### src/rtl/alu_pkg.sv
// Shared ALU control codes and FSM state encoding for the sequential ALU.
package alu_pkg;

    localparam int unsigned WIDTH = 32;
    localparam int unsigned SHW   = 5;

    typedef enum logic [3:0] {
        OP_AND  = 4'b0000,
        OP_OR   = 4'b0001,
        OP_ADD  = 4'b0010,
        OP_SUB  = 4'b0110,
        OP_SLT  = 4'b0111,
        OP_SRLV = 4'b1011,
        OP_SRL  = 4'b1100,
        OP_SRA  = 4'b1101,
        OP_SLLV = 4'b1110
    } alu_op_t;

    typedef enum logic [1:0] {
        IDLE  = 2'd0,
        SHIFT = 2'd1,
        DONE  = 2'd2
    } state_t;

    function automatic logic is_shift_op(input logic [3:0] code);
        return (code == OP_SRL) || (code == OP_SRA) || (code == OP_SRLV) || (code == OP_SLLV);
    endfunction

endpackage

### src/rtl/serial_shifter.sv
// One-bit-per-cycle shifter: load captures value/amount/mode, then shifts until the count hits 0.
module serial_shifter #(
    parameter int unsigned WIDTH = 32,
    parameter int unsigned SHW   = 5
) (
    input  logic             clk,
    input  logic             reset,
    input  logic             load,
    input  logic [SHW-1:0]   amount,
    input  logic [WIDTH-1:0] value,
    input  logic             left,
    input  logic             arith,
    output logic             busy,
    output logic [WIDTH-1:0] out
);

    logic [WIDTH-1:0] acc;
    logic [SHW-1:0]   cnt;
    logic             is_left;
    logic             is_arith;

    always_ff @(posedge clk) begin
        if (!reset) begin
            acc      <= '0;
            cnt      <= '0;
            is_left  <= 1'b0;
            is_arith <= 1'b0;
        end else if (load) begin
            acc      <= value;
            cnt      <= amount;
            is_left  <= left;
            is_arith <= arith;
        end else if (cnt != '0) begin
            if (is_left) begin
                acc <= {acc[WIDTH-2:0], 1'b0};
            end else begin
                // Fill bit is the sign only for arithmetic shifts.
                acc <= {is_arith & acc[WIDTH-1], acc[WIDTH-1:1]};
            end
            cnt <= cnt - 1'b1;
        end
    end

    assign busy = (cnt != '0);
    assign out  = acc;

endmodule

### src/rtl/seq_alu.sv
// Sequential ALU: single-cycle logic/arith ops and bit-serial shifts behind a start/done handshake.
module seq_alu
    import alu_pkg::*;
#(
    parameter int unsigned WIDTH = alu_pkg::WIDTH,
    parameter int unsigned SHW   = alu_pkg::SHW
) (
    input  logic             clk,
    input  logic             reset,
    input  logic             start,
    input  logic [3:0]       alucontrol,
    input  logic [WIDTH-1:0] srca,
    input  logic [WIDTH-1:0] srcb,
    input  logic [SHW-1:0]   shamt,
    output logic             ready,
    output logic             done,
    output logic [WIDTH-1:0] result,
    output logic             zero,
    output logic             err
);

    state_t           state;
    logic             accept;
    logic             load;
    logic [SHW-1:0]   sh_amount;
    logic             sh_busy;
    logic [WIDTH-1:0] sh_out;
    logic [WIDTH-1:0] alu_res;

    assign ready  = (state != SHIFT);
    assign done   = (state == DONE);
    assign accept = start & ready;
    assign load   = accept & is_shift_op(alucontrol);

    // Immediate forms take shamt; variable forms take the low bits of srca.
    assign sh_amount = ((alucontrol == OP_SRL) || (alucontrol == OP_SRA)) ? shamt
                                                                          : srca[SHW-1:0];

    always_comb begin
        alu_res = '0;
        case (alucontrol)
            OP_ADD:  alu_res = srca + srcb;
            OP_SUB:  alu_res = srca - srcb;
            OP_AND:  alu_res = srca & srcb;
            OP_OR:   alu_res = srca | srcb;
            OP_SLT:  alu_res = {{(WIDTH-1){1'b0}}, $signed(srca) < $signed(srcb)};
            default: alu_res = '0;
        endcase
    end

    serial_shifter #(
        .WIDTH (WIDTH),
        .SHW   (SHW)
    ) u_shifter (
        .clk    (clk),
        .reset  (reset),
        .load   (load),
        .amount (sh_amount),
        .value  (srcb),
        .left   (alucontrol == OP_SLLV),
        .arith  (alucontrol == OP_SRA),
        .busy   (sh_busy),
        .out    (sh_out)
    );

    always_ff @(posedge clk) begin
        if (!reset) begin
            state  <= IDLE;
            result <= '0;
            zero   <= 1'b1;
            err    <= 1'b0;
        end else begin
            case (state)
                SHIFT: begin
                    if (!sh_busy) begin
                        result <= sh_out;
                        zero   <= (sh_out == '0);
                        err    <= 1'b0;
                        state  <= DONE;
                    end
                end
                default: begin
                    if (accept) begin
                        case (alucontrol)
                            OP_ADD, OP_SUB, OP_AND, OP_OR, OP_SLT: begin
                                result <= alu_res;
                                zero   <= (alu_res == '0);
                                err    <= 1'b0;
                                state  <= DONE;
                            end
                            OP_SRL, OP_SRA, OP_SRLV, OP_SLLV: begin
                                state <= SHIFT;
                            end
                            default: begin
                                result <= '0;
                                zero   <= 1'b1;
                                err    <= 1'b1;
                                state  <= DONE;
                            end
                        endcase
                    end else begin
                        state <= IDLE;
                    end
                end
            endcase
        end
    end

endmodule

### config.mk
export PLATFORM = sky130hd
export DESIGN_NAME = seq_alu
export DESIGN_NICKNAME = d
export VERILOG_FILES = /design/src/rtl/alu_pkg.sv /design/src/rtl/serial_shifter.sv /design/src/rtl/seq_alu.sv
export SDC_FILE = /design/constraint.sdc
export NUM_CORES = 1
export LEC_CHECK = 0
export ABC_CLOCK_PERIOD_IN_PS = 3890
export CELL_PAD_IN_SITES_DETAIL_PLACEMENT = 0
export CELL_PAD_IN_SITES_GLOBAL_PLACEMENT = 1
export CORE_MARGIN = 3
export CORE_UTILIZATION = 32
export DETAILED_ROUTE_END_ITERATION = 16
export GPL_TIMING_DRIVEN = 0
export HOLD_SLACK_MARGIN = 0.12
export PLACE_DENSITY_LB_ADDON = 0.1
export REMOVE_ABC_BUFFERS = 1
export SYNTH_ARGS = -nofsm -noshare
export SYNTH_HDL_FRONTEND = slang
export SYNTH_SLANG_ARGS = --single-unit
### constraint.sdc
create_clock -name clk -period 3.89 [get_ports clk]
set_input_delay 0.778 -clock clk [delete_from_list [all_inputs] [get_ports clk]]
set_output_delay 0.778 -clock clk [all_outputs]
set_load 0.005 [all_outputs]
**Yosys cells after proc, flatten, opt, wreduce, memory -nomap -nowiden**

Cells that the tools add are included.

- Word-level logic and storage cells: 65
- Bits in registers: 75
- Output and inout bits: 36

- Multiplexer cells: 23
- Eq/ne operators: 13
- Reductions and logical operators: 12
- Bitwise logic cells: 5
- $lt $le $gt $ge: 1
- Add/sub/neg operators: 3

Operator list:

| kind | number |
|---|---|
| $mux W32 | 6 |
| $pmux W32 S5 | 1 |
| $logic_not A32 Y1 | 2 |
| $pmux W32 S2 | 1 |
| $add A32 B32 Y32 | 1 |
| $and A32 B32 Y32 | 1 |
| $lt A32 B32 Y1 | 1 |
| $or A32 B32 Y32 | 1 |
| $sub A32 B32 Y32 | 1 |
| $eq A4 B4 Y1 const B | 4 |
| $mux W5 | 3 |
| $eq A4 B3 Y1 const B | 2 |
| $mux W2 | 4 |
| $mux W1 | 6 |
| $reduce_bool A5 Y1 | 1 |
| $reduce_or A5 Y1 | 1 |
| $sub A5 B1 Y5 const B | 1 |
| $eq A4 B1 Y1 const B | 1 |
| $eq A4 B2 Y1 const B | 1 |
| $logic_not A4 Y1 | 1 |
| $ne A2 B2 Y1 const B | 2 |
| $pmux W1 S2 | 2 |
| $reduce_bool A2 Y1 | 2 |
| $reduce_or A4 Y1 | 1 |
| 6 further kinds | 10 |

**Depth between registers and ports, before layout**

- Depth in word-level cells: 6
- Mapped depth: 14

**Hierarchy**

Synthesis repeated with hierarchy kept, for this count alone.

- Cell total of the unflattened synthesis: 1341
- Area, all modules: 9740.6 µm²

By module, submodules not included:

| module | area each (µm²) | cells each | instances |
|---|---|---|---|
| seq_alu | 7719.9 | 1123 | 1 |
| serial_shifter | 2020.7 | 218 | 1 |

**Worst setup path after synthesis**

Ideal clock, no wire load.

- Path type: input to register
- Start point: input srca[0]
- End point: register zero
- Stages: 14
- Path buffers: 0
- Path slack: 0.019 ns
- Arrival: 3.787 ns
- Data required time: 3.806 ns
- Library setup time: 0.084 ns
- Cell sequence: inv_1 ha_1 fa_1 or2_0 a221o_1 a311oi_4 a311o_2 o311ai_1 a311o_1 mux2i_1 o21ai_1 nor4_2 nand4_1 o31ai_2

- Longest elaborated chain between the ends: 6

RTL lines:

| what | RTL line | RTL |
|---|---|---|
| from (decl) | seq_alu.sv:12 | `input logic [WIDTH-1:0] srca,` |
| $sub A32 B32 Y32, or another cell as far along | seq_alu.sv:43 | `OP_SUB: alu_res = srca - srcb;` |
| $pmux W32 S5 (*) | seq_alu.sv:41 | `case (alucontrol)` |
| $logic_not A32 Y1 (*) | seq_alu.sv:87 | `zero <= (alu_res == '0);` |
| $pmux W1 S2 (*) | seq_alu.sv:84 | `case (alucontrol)` |
| $mux W1 (*) | seq_alu.sv:83 | `if (accept) begin` |
| $mux W1 (*) | seq_alu.sv:73 | `case (state)` |
| to (signal assigned) | seq_alu.sv:77 | `zero <= (sh_out == '0);` |
| to (signal assigned) | seq_alu.sv:87 |  |
| to (decl) | seq_alu.sv:18 | `output logic zero,` |

Every way passes the cells marked *; elsewhere a longest branch is shown, timed or not. The select of a mux whose other input is x is not followed.
A chain may end at the register's enable or synchronous reset.

**Final worst setup path**

- Start point: input srcb[0]
- End point: register zero

- Longest elaborated chain between the ends: 6

RTL lines:

| what | RTL line | RTL |
|---|---|---|
| from (decl) | seq_alu.sv:13 | `input logic [WIDTH-1:0] srcb,` |
| $sub A32 B32 Y32, or another cell as far along | seq_alu.sv:43 |  |
| $pmux W32 S5 (*) | seq_alu.sv:41 |  |
| $logic_not A32 Y1 (*) | seq_alu.sv:87 |  |
| $pmux W1 S2 (*) | seq_alu.sv:84 |  |
| $mux W1 (*) | seq_alu.sv:83 |  |
| $mux W1 (*) | seq_alu.sv:73 |  |

Marks and branches as above.

==> flow_results.xml <==
<?xml version="1.0" encoding="UTF-8"?>
<metrics>
  <group name="run_status">
    <metric name="run_status" unit="">finished, violations left</metric>
    <metric name="violations" unit="">negative setup slack</metric>
  </group>
  <group name="power">
    <metric name="tot_pwr" unit="mW">4.59</metric>
    <metric name="power.leakage" unit="nW">4.98</metric>
    <metric name="vdd_drop_max" unit="mV">0.198</metric>
    <metric name="power.density_cell_area" unit="nW/um^2">375</metric>
  </group>
  <group name="synth">
    <metric name="dominantRegCellSynth" unit="">dfxtp_1</metric>
    <metric name="mean_area_per_synthesized_cell" unit="um^2">7.09</metric>
    <metric name="synth.area.top_cells" unit="">dfxtp_1, ha_1, a21oi_1, nor2_1, a211oi_1</metric>
    <metric name="synth_largest_type_area_fraction" unit="">0.161</metric>
    <metric name="postSynthCellCount" unit="">1315</metric>
    <metric name="post_synth_instance_area" unit="um^2">9330</metric>
    <metric name="synth_async_sr_flop_share" unit="">0</metric>
    <metric name="netlist.top_cell.by_area" unit="">dfxtp_1</metric>
    <metric name="yosys_warnings" unit="">0</metric>
    <metric name="register_area_share_after_synthesis" unit="">0.161</metric>
    <metric name="synth.distinct_cells" unit="">78</metric>
    <metric name="yosys_register_bits" unit="">75</metric>
    <metric name="synth-edff-count" unit="">0</metric>
  </group>
  <group name="worst_setup_path">
    <metric name="r2r_slack" unit="ns">0.11</metric>
    <metric name="cp_cell_sequence" unit="">buf_8, ha_4, fa_2, or2_0, a221o_1, a311oi_4, buf_4, a311o_2, o311ai_1, a311o_1, mux2i_1, o21ai_2, nor4_4, nand4_1, o31ai_2</metric>
    <metric name="critical_path.startpoint_type" unit="">primary input</metric>
    <metric name="worstPathRequired" unit="ns">4.17</metric>
    <metric name="crit_path_end_kind" unit="">register</metric>
    <metric name="crit_type" unit="">in -&gt; reg</metric>
    <metric name="timing.critical_path.max_delay_family" unit="">compound AO/OA/AOI/OAI gates</metric>
    <metric name="timing.critical_path.slowest_stage_cell" unit="">a221o_1</metric>
    <metric name="cp.buffers_inverters" unit="">2</metric>
    <metric name="cp_data_arrival_time" unit="ns">4.21</metric>
    <metric name="critical_path_peak_fanout" unit="">4</metric>
    <metric name="cp_slowest_stage_delay" unit="ns">0.38</metric>
  </group>
  <group name="global_route">
    <metric name="first_global_vias" unit="">9591</metric>
    <metric name="pin_count_of_the_biggest_net_entering_global_routing" unit="">65</metric>
    <metric name="initial_antenna_violation_count" unit="">0</metric>
    <metric name="global_route_wire_length_before_repair" unit="mm">56.6</metric>
    <metric name="global_route.overflow_total" unit="">0</metric>
    <metric name="groute.usage.overall" unit="">0.231</metric>
  </group>
  <group name="cts">
    <metric name="path_clk_slew" unit="ns">0.07</metric>
    <metric name="cts_hold_repair.buffers" unit="">0</metric>
    <metric name="cts-buffers-inserted" unit="">9</metric>
    <metric name="cts_max_level" unit="">3</metric>
    <metric name="longest_clk_path_bufs" unit="">2</metric>
    <metric name="ctsRootBufferMaster" unit="">clkbuf_16</metric>
    <metric name="number_of_clock_sinks" unit="">75</metric>
    <metric name="insertion_delay" unit="ns">0.36</metric>
    <metric name="tritoncts" unit="">built</metric>
  </group>
  <group name="sta">
    <metric name="grt_setup_unrepaired" unit="">yes</metric>
    <metric name="layout_min_cycle_time" unit="ns">3.93</metric>
    <metric name="worst_clock_skew" unit="ns">0.00990</metric>
    <metric name="setup_viol" unit="">1</metric>
    <metric name="fin_ws" unit="ns">-0.0395</metric>
    <metric name="fin_hold_ws" unit="ns">0.468</metric>
    <metric name="finalHoldViolCount" unit="">0</metric>
    <metric name="final.period_utilization" unit="">1.01</metric>
    <metric name="max_slew_headroom" unit="">0.308</metric>
    <metric name="tightestPinTransition" unit="ns">1.03</metric>
    <metric name="timing.final.max_slew_violations" unit="">0</metric>
    <metric name="max_clock_freq" unit="MHz">254</metric>
  </group>
  <group name="layout">
    <metric name="antenna-diode-count" unit="">0</metric>
    <metric name="layout_commonest_cell" unit="">nor2_1</metric>
    <metric name="final_net_count" unit="">1595</metric>
    <metric name="finish.utilization" unit="">0.433</metric>
    <metric name="multiInputGateArea" unit="um^2">7910</metric>
    <metric name="area.growth.synth_to_final" unit="%">31.1</metric>
    <metric name="finalNonFillerCells" unit="">1787</metric>
    <metric name="n_fill_cell" unit="">2887</metric>
    <metric name="final_layout_size_suffix_gt1_frac" unit="">0.156</metric>
    <metric name="most-common-layout-cells" unit="">nor2_1, a21oi_1, inv_1, ha_1, nand2_1</metric>
    <metric name="seq_area" unit="um^2">1500</metric>
  </group>
  <group name="floorplan">
    <metric name="core_area" unit="um^2">28200</metric>
    <metric name="rows" unit="">61</metric>
    <metric name="boundaryPins" unit="">112</metric>
    <metric name="die_area" unit="um^2">31200</metric>
    <metric name="fp.dieH" unit="um">177</metric>
    <metric name="chipWidth" unit="um">177</metric>
    <metric name="initial_utilization" unit="">0.330</metric>
  </group>
  <group name="placement">
    <metric name="numPlacedInstances" unit="">1728</metric>
    <metric name="port_buffers" unit="">111</metric>
    <metric name="place_ws" unit="ns">-1.64</metric>
    <metric name="place_congestion" unit="">0.908</metric>
    <metric name="hpwlAfterDp" unit="mm">27.7</metric>
  </group>
  <group name="routing">
    <metric name="wl_met3" unit="mm">1.99</metric>
    <metric name="dr_wl_met2" unit="mm">17.1</metric>
    <metric name="wl" unit="mm">37.1</metric>
    <metric name="drt_pass1_iterations" unit="">6</metric>
    <metric name="top_signal_layer_used" unit="">met4</metric>
    <metric name="detail_route.vias_per_cell" unit="">5.61</metric>
    <metric name="met1_length" unit="mm">17.4</metric>
    <metric name="detail_route.drc_violations" unit="">0</metric>
    <metric name="drt-wirelength-per-cell" unit="um">20.7</metric>
    <metric name="dr_total_vias" unit="">10023</metric>
    <metric name="postRouteAntennaNets" unit="">0</metric>
    <metric name="starting_drt_drc_count" unit="">636</metric>
  </group>
  <group name="hold_path">
    <metric name="holdCritPathClass" unit="">reg -&gt; reg</metric>
  </group>
  <group name="job">
    <metric name="drv_cap" unit="">0</metric>
  </group>
</metrics>
## metal layers
metal  GRT usage  up-vias
met2       0.376      284
met4      0.0462        0
met3      0.0324       34
met1       0.327     4808
li1            -     4897
met5           0        -
## synthesized netlist by cell type, types with 16 or more instances
cell and instances:
a211oi_1 70, a21oi_1 137, clkbuf_1 71, dfxtp_1 75, ha_1 113, inv_1 99
mux2i_1 47, nand2_1 87, nand3_1 16, nor2_1 162, nor2b_1 62, nor3_1 32
o211ai_1 19, o21ai_0 52
## worst register-to-register path, stage by stage, from the launching register on
cell and delay (ns):
dfxtp_1 0.33, nor2b_1 0.50, inv_4 0.45, mux2_4 0.72
nand2_1 0.28, o2111ai_4 0.14, nor4_4 0.30, nand4_1 0.26
nor4_4 0.32, nand4_1 0.17, o31ai_2 0.23
## cell families after synthesis
| family | count (synthesis) | synth area share |
|---|---|---|
| DFF | 75 | 0.161 |
| muxes | 49 | 0.0528 |
| adders and majority gates | 115 | 0.156 |
| and+or+nand+nor | 440 | 0.227 |
| AOI/OAI and AO/OA | 436 | 0.315 |
| buffers and inverters | 190 | 0.0790 |
| xor gates and xnor gates | 10 | 0.00939 |
## power by group
part	total (mW)	internal [mW]	switching, mW	leakage (nW)
Clock	0.952	0.523	0.429	0.147
Combinational	2.39	1.04	1.34	4.22
Sequential	1.25	0.971	0.280	0.616
## stage by stage
| step | area (um^2) | TNS (ns) |
|---|---|---|
| 3_3_place_gp | 10600 | -315.01 |
| 2_1_floorplan | 8970 | -70.03 |
| 4_1_cts | 11800 | -0.0938 |
| 3_5_place_dp | 10800 | -21.06 |
| 5_1_grt | 12200 | -0.385 |
| 6_report | 12200 | -0.0395 |
## path summary, 6_finish.rpt
kind,start,endpoint,depth (start not counted)
max reg2reg,state[0],zero,10
max,srcb[0],zero,15
min reg2reg,result[0],result[0],2
min,result[0],result[0],2
## flip-flops by register name, summed over array words and instances (netlist names)
register / count
err: 1
result: 32
state: 2
u_shifter.cnt: 5
u_shifter.is_arith: 1
u_shifter.is_left: 1
u_shifter.out: 32
zero: 1
## cell type report
type,instances,area share
clock inverters,6,0.00604
repair buffers,168,0.134
multi-input cells,1050,0.647
inverters,100,0.0320
flip-flops and latches,75,0.123
clock buffers,10,0.0195
well taps,378,0.0387
## repair_timing
| item | in CTS | in global routing |
|---|---|---|
| hold endpoints to repair | 0 | 0 |
| setup endpoints to repair | 24 | 11 |
| pin swaps | 35 | 38 |
| gates cloned | 0 | 0 |
| buffers inserted | 20 | 23 |
| resized for setup | 159 | 83 |
No activity file was read; power rests on OpenSTA's default activity.
